==> src/rtl/dmem_if.sv <==
// Request / memory / response bundle for the data-memory controller.
interface dmem_if #(
  parameter int A_WIDTH = 32,
  parameter int D_WIDTH = 32
);
  logic               req_valid;
  logic               req_ready;
  logic               req_we;
  logic [A_WIDTH-1:0] req_addr;
  logic [D_WIDTH-1:0] req_wdata;
  logic [2:0]         req_addrmode;
  logic               mem_req;
  logic               mem_we;
  logic [A_WIDTH-1:0] mem_addr;
  logic [D_WIDTH-1:0] mem_wdata;
  logic [3:0]         mem_be;
  logic               mem_ack;
  logic [D_WIDTH-1:0] mem_rdata;
  logic               rsp_valid;
  logic               rsp_ready;
  logic [D_WIDTH-1:0] ramout;
  logic [2:0]         addrmode;
  logic [1:0]         selectbytes;
  logic               misaligned;
  logic               bus_err;

  modport slave (
    input  req_valid, req_we, req_addr, req_wdata, req_addrmode, mem_ack, mem_rdata, rsp_ready,
    output req_ready, mem_req, mem_we, mem_addr, mem_wdata, mem_be,
           rsp_valid, ramout, addrmode, selectbytes, misaligned, bus_err
  );

  modport master (
    output req_valid, req_we, req_addr, req_wdata, req_addrmode, mem_ack, mem_rdata, rsp_ready,
    input  req_ready, mem_req, mem_we, mem_addr, mem_wdata, mem_be,
           rsp_valid, ramout, addrmode, selectbytes, misaligned, bus_err
  );
endinterface

==> src/rtl/dmem_ctrl.sv <==
// Single-outstanding load/store controller: lane positioning, misalignment
// trap, bounded wait for mem_ack, and a held response for the load formatter.
module dmem_ctrl #(
  parameter int D_WIDTH = 32,
  parameter int A_WIDTH = 32,
  parameter int TIMEOUT = 255
) (
  input logic   clk,
  input logic   rst_n,
  dmem_if.slave bus
);
  typedef enum logic [1:0] {IDLE, ACCESS, RESP} state_t;

  state_t             state_q, state_d;
  logic [A_WIDTH-1:0] addr_q;
  logic [D_WIDTH-1:0] wdata_q, ramout_q;
  logic [3:0]         be_q;
  logic [2:0]         mode_q;
  logic [1:0]         sel_q;
  logic               we_q, mis_q, berr_q;
  logic [7:0]         cnt_q;

  logic       accept, mis, timeout;
  logic [1:0] off;
  logic [3:0] be;

  assign off     = bus.req_addr[1:0];
  assign accept  = bus.req_valid & bus.req_ready;
  // ack on the last allowed cycle takes priority over the timeout
  assign timeout = (cnt_q == 8'(TIMEOUT - 1)) & ~bus.mem_ack;

  always_comb begin
    mis = 1'b0;
    be  = 4'b1111;
    case (bus.req_addrmode[1:0])
      2'b00:   be = 4'b0001 << off;
      2'b01: begin
        be  = 4'b0011 << off;
        mis = (off == 2'd3);
      end
      default: mis = (off != 2'd0);
    endcase
  end

  always_ff @(posedge clk or negedge rst_n) begin
    if (!rst_n) state_q <= IDLE;
    else        state_q <= state_d;
  end

  always_comb begin
    state_d = state_q;
    case (state_q)
      IDLE:    if (accept) state_d = mis ? RESP : ACCESS;
      ACCESS:  if (bus.mem_ack || timeout) state_d = RESP;
      RESP:    if (bus.rsp_ready) state_d = IDLE;
      default: state_d = IDLE;
    endcase
  end

  always_comb begin
    bus.req_ready = (state_q == IDLE);
    bus.mem_req   = (state_q == ACCESS);
    bus.mem_we    = (state_q == ACCESS) & we_q;
    bus.rsp_valid = (state_q == RESP);
  end

  always_ff @(posedge clk or negedge rst_n) begin
    if (!rst_n) begin
      addr_q   <= '0;
      wdata_q  <= '0;
      ramout_q <= '0;
      be_q     <= '0;
      mode_q   <= '0;
      sel_q    <= '0;
      we_q     <= 1'b0;
      mis_q    <= 1'b0;
      berr_q   <= 1'b0;
      cnt_q    <= '0;
    end else begin
      case (state_q)
        IDLE: if (accept) begin
          addr_q   <= {bus.req_addr[A_WIDTH-1:2], 2'b00};
          sel_q    <= off;
          mode_q   <= bus.req_addrmode;
          we_q     <= bus.req_we;
          be_q     <= bus.req_we ? be : 4'b1111;
          wdata_q  <= bus.req_we ? (bus.req_wdata << {off, 3'b000}) : '0;
          cnt_q    <= '0;
          ramout_q <= '0;
          mis_q    <= mis;
          berr_q   <= 1'b0;
        end
        ACCESS: begin
          if (bus.mem_ack)  ramout_q <= we_q ? '0 : bus.mem_rdata;
          else if (timeout) berr_q   <= 1'b1;
          else              cnt_q    <= cnt_q + 8'd1;
        end
        default: ;
      endcase
    end
  end

  assign bus.mem_addr    = addr_q;
  assign bus.mem_wdata   = wdata_q;
  assign bus.mem_be      = be_q;
  assign bus.ramout      = ramout_q;
  assign bus.addrmode    = mode_q;
  assign bus.selectbytes = sel_q;
  assign bus.misaligned  = mis_q;
  assign bus.bus_err     = berr_q;
endmodule

==> src/flat_wrapper.sv <==
// flat-port wrapper written by rule: the top's interface ports become plain ports
module dmem_ctrl_flat 
#(
  parameter int D_WIDTH = 32,
  parameter int A_WIDTH = 32,
  parameter int TIMEOUT = 255
)
  (clk, rst_n, bus_req_valid, bus_req_we, bus_req_addr, bus_req_wdata, bus_req_addrmode, bus_mem_ack, bus_mem_rdata, bus_rsp_ready, bus_req_ready, bus_mem_req, bus_mem_we, bus_mem_addr, bus_mem_wdata, bus_mem_be, bus_rsp_valid, bus_ramout, bus_addrmode, bus_selectbytes, bus_misaligned, bus_bus_err);
  dmem_if #(.A_WIDTH(A_WIDTH), .D_WIDTH(D_WIDTH)) bus_i ();
  input logic clk;
  input logic rst_n;
  input wire logic [$bits(bus_i.req_valid)-1:0] bus_req_valid;
  input wire logic [$bits(bus_i.req_we)-1:0] bus_req_we;
  input wire logic [$bits(bus_i.req_addr)-1:0] bus_req_addr;
  input wire logic [$bits(bus_i.req_wdata)-1:0] bus_req_wdata;
  input wire logic [$bits(bus_i.req_addrmode)-1:0] bus_req_addrmode;
  input wire logic [$bits(bus_i.mem_ack)-1:0] bus_mem_ack;
  input wire logic [$bits(bus_i.mem_rdata)-1:0] bus_mem_rdata;
  input wire logic [$bits(bus_i.rsp_ready)-1:0] bus_rsp_ready;
  output wire logic [$bits(bus_i.req_ready)-1:0] bus_req_ready;
  output wire logic [$bits(bus_i.mem_req)-1:0] bus_mem_req;
  output wire logic [$bits(bus_i.mem_we)-1:0] bus_mem_we;
  output wire logic [$bits(bus_i.mem_addr)-1:0] bus_mem_addr;
  output wire logic [$bits(bus_i.mem_wdata)-1:0] bus_mem_wdata;
  output wire logic [$bits(bus_i.mem_be)-1:0] bus_mem_be;
  output wire logic [$bits(bus_i.rsp_valid)-1:0] bus_rsp_valid;
  output wire logic [$bits(bus_i.ramout)-1:0] bus_ramout;
  output wire logic [$bits(bus_i.addrmode)-1:0] bus_addrmode;
  output wire logic [$bits(bus_i.selectbytes)-1:0] bus_selectbytes;
  output wire logic [$bits(bus_i.misaligned)-1:0] bus_misaligned;
  output wire logic [$bits(bus_i.bus_err)-1:0] bus_bus_err;
  assign bus_i.req_valid = bus_req_valid;
  assign bus_i.req_we = bus_req_we;
  assign bus_i.req_addr = bus_req_addr;
  assign bus_i.req_wdata = bus_req_wdata;
  assign bus_i.req_addrmode = bus_req_addrmode;
  assign bus_i.mem_ack = bus_mem_ack;
  assign bus_i.mem_rdata = bus_mem_rdata;
  assign bus_i.rsp_ready = bus_rsp_ready;
  assign bus_req_ready = bus_i.req_ready;
  assign bus_mem_req = bus_i.mem_req;
  assign bus_mem_we = bus_i.mem_we;
  assign bus_mem_addr = bus_i.mem_addr;
  assign bus_mem_wdata = bus_i.mem_wdata;
  assign bus_mem_be = bus_i.mem_be;
  assign bus_rsp_valid = bus_i.rsp_valid;
  assign bus_ramout = bus_i.ramout;
  assign bus_addrmode = bus_i.addrmode;
  assign bus_selectbytes = bus_i.selectbytes;
  assign bus_misaligned = bus_i.misaligned;
  assign bus_bus_err = bus_i.bus_err;
  dmem_ctrl #(.D_WIDTH(D_WIDTH), .A_WIDTH(A_WIDTH), .TIMEOUT(TIMEOUT)) u_core (.clk(clk), .rst_n(rst_n), .bus(bus_i));
endmodule
==> config.mk <==
export PLATFORM = sky130hd
export DESIGN_NAME = dmem_ctrl_flat
export DESIGN_NICKNAME = d
export VERILOG_FILES = /design/src/rtl/dmem_if.sv /design/src/rtl/dmem_ctrl.sv /design/src/flat_wrapper.sv
export SDC_FILE = /design/constraint.sdc
export NUM_CORES = 1
export LEC_CHECK = 0
export ABC_CLOCK_PERIOD_IN_PS = 2450
export CORE_ASPECT_RATIO = 2
export CORE_MARGIN = 1
export CORE_UTILIZATION = 55
export CTS_CLUSTER_DIAMETER = 30
export DETAILED_ROUTE_END_ITERATION = 6
export DONT_BUFFER_PORTS = 1
export PLACE_DENSITY = 0.81
export RECOVER_POWER = 50
export SYNTH_ARGS = -nofsm -noshare
export SYNTH_HDL_FRONTEND = slang
export SYNTH_SLANG_ARGS = --single-unit
==> constraint.sdc <==
create_clock -name clk -period 2.45 [get_ports clk]
set_clock_uncertainty 0.05 [all_clocks]
set_input_delay 0.49 -clock clk [delete_from_list [all_inputs] [get_ports clk]]
set_output_delay 0.49 -clock clk [all_outputs]
set_load 0.01 [all_outputs]
==> metrics.md <==
| Metric | Value |
|---|---|
| Status | finished, violations left |
| Failing checks | negative hold slack |
| Most used DFF post-synth | dfrtp_1 |
| Synth Cell Area | 5060 um2 |
| Power per cell area | 1270 nW/um2 |
| Post-synthesis sequential area ratio | 0.574 |
| MaxCap Viol Count | 0 |
| IO buf count | 0 |
| Cells after synthesis | 534 |
| Period utilization | 0.859 |
| Area delta synth->final | 13.2% |
| Clock buffer depth | 2 |
| CTS tree | yes |
| Full die area | 9610 um2 |
| Clock Sinks | 116 |
| Global route overflow | 0 |
| Hold Violations, Final | 116 |
| Synth area leader | dfrtp_1 |
| Syn_area_per_cell | 9.48 um2 |
| Hold Crit Class | input port to asynchronous set/reset pin |
| Post-synthesis register bit count | 116 |
| Detailed Route Iter0 Violations | 236 |
| DPL Wire Length | 8630 um |
| Pwr Total | 7.25 mW |
| Worst-path cell chain | inv_1, ha_1, nand3_1, o31ai_4, mux2_2, a21o_1 |
| DR pass1 iterations | 4 |
| CTS root buffer | clkbuf_16 |
| Post-synth EDFFs | 0 |
| Core area | 8950 um2 |
| Worst vdd rail ir drop | 0.629 mV |
| Routed Antenna Nets | 0 |
| Starting Density | 0.565 |
| FFs w/ async S/R, synth | 1.00 |
| Slowest stage delay, CP | 560 ps |
| Die height | 138 um |
| GRT Total Usage | 0.260 |
| Via count | 3818 |
| Minimum clock period | 2110 ps |
| Initial antenna violation count | 0 |
| Ant. Diodes | 0 |
| Vias in the first global route | 3955 |
| First-pass GRT wire length | 19200 um |
| Yosys warns | 0 |
| Core Rows | 49 |
| Maximum fanout along the worst path | 17 |
| Final Max Tran Viols | 0 |
| Worst Tran Pin Value | 792 ps |
| Hold_ws | -274 ps |
| Setup violations, final | 0 |
| Register clock-pin slew on the reported worst setup and hold paths | 60 ps |
| Worst EP arrival | 2350 ps |
| Routed len/inst | 19.1 um |
| H-Tree Depth | 4 |
| Layout cells sized above 1 | 0.0894 |
| CP startpoint kind | register |
| Post-route DRC violation count | 0 |
| Critical Path RT | 2690 ps |
| Ranking of synthesized cells by area | dfrtp_1 57%, nand2_1 15%, o21ai_0 4.6% |
| Wirelength, routed | 12200 um |
| Fin nets | 632 |
| CP max stage cell | o31ai_4 |
| Largest net degree at the start of global routing | 117 |
| Max Freq | 475 MHz |
| CP Capture Type | register |
| WS Path Type | register to register |
| Placer Congestion | 0.833 |
| Worst-skew pair later-pin latency | 400 ps |
| Most common cell after layout, fill and taps aside | nand2_1 |
| Most frequent cells in the layout | 201 x nand2_1, 116 x dfrtp_1, 47 x o21ai_0, 17 x mux2i_1, 17 x clkbuf_16 |
| Vias per inst | 5.97 |
| Total Neg Setup Slack | 0 ps |
| Resized Gates After CTS | 0 |
| IO Pins | 216 |
| Yosys top cell area share | 0.574 |
| CTS buffer count | 17 |
| Synth cell types | 39 |
| DIE WIDTH | 69.8 um |
| Max-slew headroom | 0.471 |
| RSZ-0062 raised after global routing | no |
| Leak Pwr | 2.73 nW |
[sequential cells by signal (all words and copies together), names as in the netlist]
name,cells
u_core.bus.ramout,32
u_core.bus.bus_err,1
u_core.we_q,1
u_core.bus.mem_addr,30
u_core.bus.addrmode,3
u_core.bus.selectbytes,2
u_core.bus.mem_wdata,32
u_core.cnt_q,8
u_core.bus.misaligned,1
u_core.bus.mem_be,4
u_core.state_q,2
[stage by stage]
step                      worst slack [ps]  utilization  area, um2  instances
final                                  344        0.640       5730        639
after detailed placement               361        0.569       5090        608
after CTS                              349        0.640       5730        639
after global routing                   226        0.640       5730        639
after global placement                 480        0.569       5090        608
after floorplan                        746            -       5060        535
[cell families (layout without fill, tap and decap cells)]
| family | Yosys count | count (layout) | share of synthesized area |
|---|---|---|---|
| simple gates | 249 | 249 | 0.203 |
| fa+ha+maj | 2 | 2 | 0.00494 |
| buf+inv | 41 | 43 | 0.0401 |
| compound gates | 107 | 107 | 0.141 |
| flops | 116 | 116 | 0.574 |
| other cells | 1 | 2 | 0.000741 |
| mux | 18 | 18 | 0.0359 |
[worst max-delay path: cells and delay by family (launching register included)]
family / cells / cell delay (ps)
muxes: 1 / 400
adders and majority gates: 1 / 150
DFF: 1 / 430
buffers and inverters: 1 / 90
AOI/OAI and AO/OA: 2 / 740
and+or+nand+nor: 1 / 140
[where the power goes]
| group | leakage, nW | switching (mW) | internal (mW) |
|---|---|---|---|
| Clock | 0.302 | 0.857 | 1.80 |
| Sequential | 1.51 | 0.785 | 2.54 |
| Combinational | 0.910 | 0.790 | 0.479 |
| Total | 2.73 | 2.43 | 4.82 |
[synth_stat cells (all sizes together) (4+ instances only)]
| master | n |
|---|---|
| nor2b | 9 |
| nand3 | 8 |
| inv | 4 |
| dfrtp | 116 |
| a32o | 8 |
| a21oi | 10 |
| clkbuf | 13 |
| buf | 24 |
| a211o | 8 |
| nand2 | 201 |
| o21ai | 53 |
| nor2 | 15 |
| a22o | 16 |
| o21a | 4 |
| mux2i | 17 |
[path summary, 6_finish.rpt]
| kind | start | endpoint | slack, ps | cells after the start |
|---|---|---|---|---|
| max | u_core.cnt_q[0] | u_core.cnt_q[4] | 340 | 6 |
| min | rst_n | u_core.bus.mem_wdata[1] | -270 | 0 |
| max reg2reg | u_core.cnt_q[0] | u_core.cnt_q[4] | 340 | 6 |
| min reg2reg | u_core.cnt_q[7] | u_core.cnt_q[7] | 450 | 1 |
| max in group asynchronous | rst_n | u_core.bus.mem_addr[8] | 2450 | 0 |
| min in group clk | bus_req_addrmode[1] | u_core.bus.addrmode[1] | 140 | 2 |
[area by class of cell]
| type | count | area [um2] |
|---|---|---|
| well taps | 102 | 128 |
| clock buffers | 18 | 429 |
| fillers | 697 | 3220 |
| flip-flops and latches | 116 | 2900 |
| multi-input cells | 378 | 1970 |
| inverters | 4 | 15.0 |
| repair buffers | 8 | 72.6 |
| clock inverters | 13 | 209 |
[per-layer routing]
layer  global-route usage  wire [um]  part of all wire
met1                0.259       4170              0.34
met2                0.489       6830              0.56
met3               0.0673        846             0.069
met4                0.133        333             0.027
met5                    0          0                 0
[what timing repair did]
item                                    CTS  global route
endpoints found under the hold margin   116           116
buffers inserted                          0             0
endpoints found under the setup margin    0             0
(Power assumes the default switching activity.)
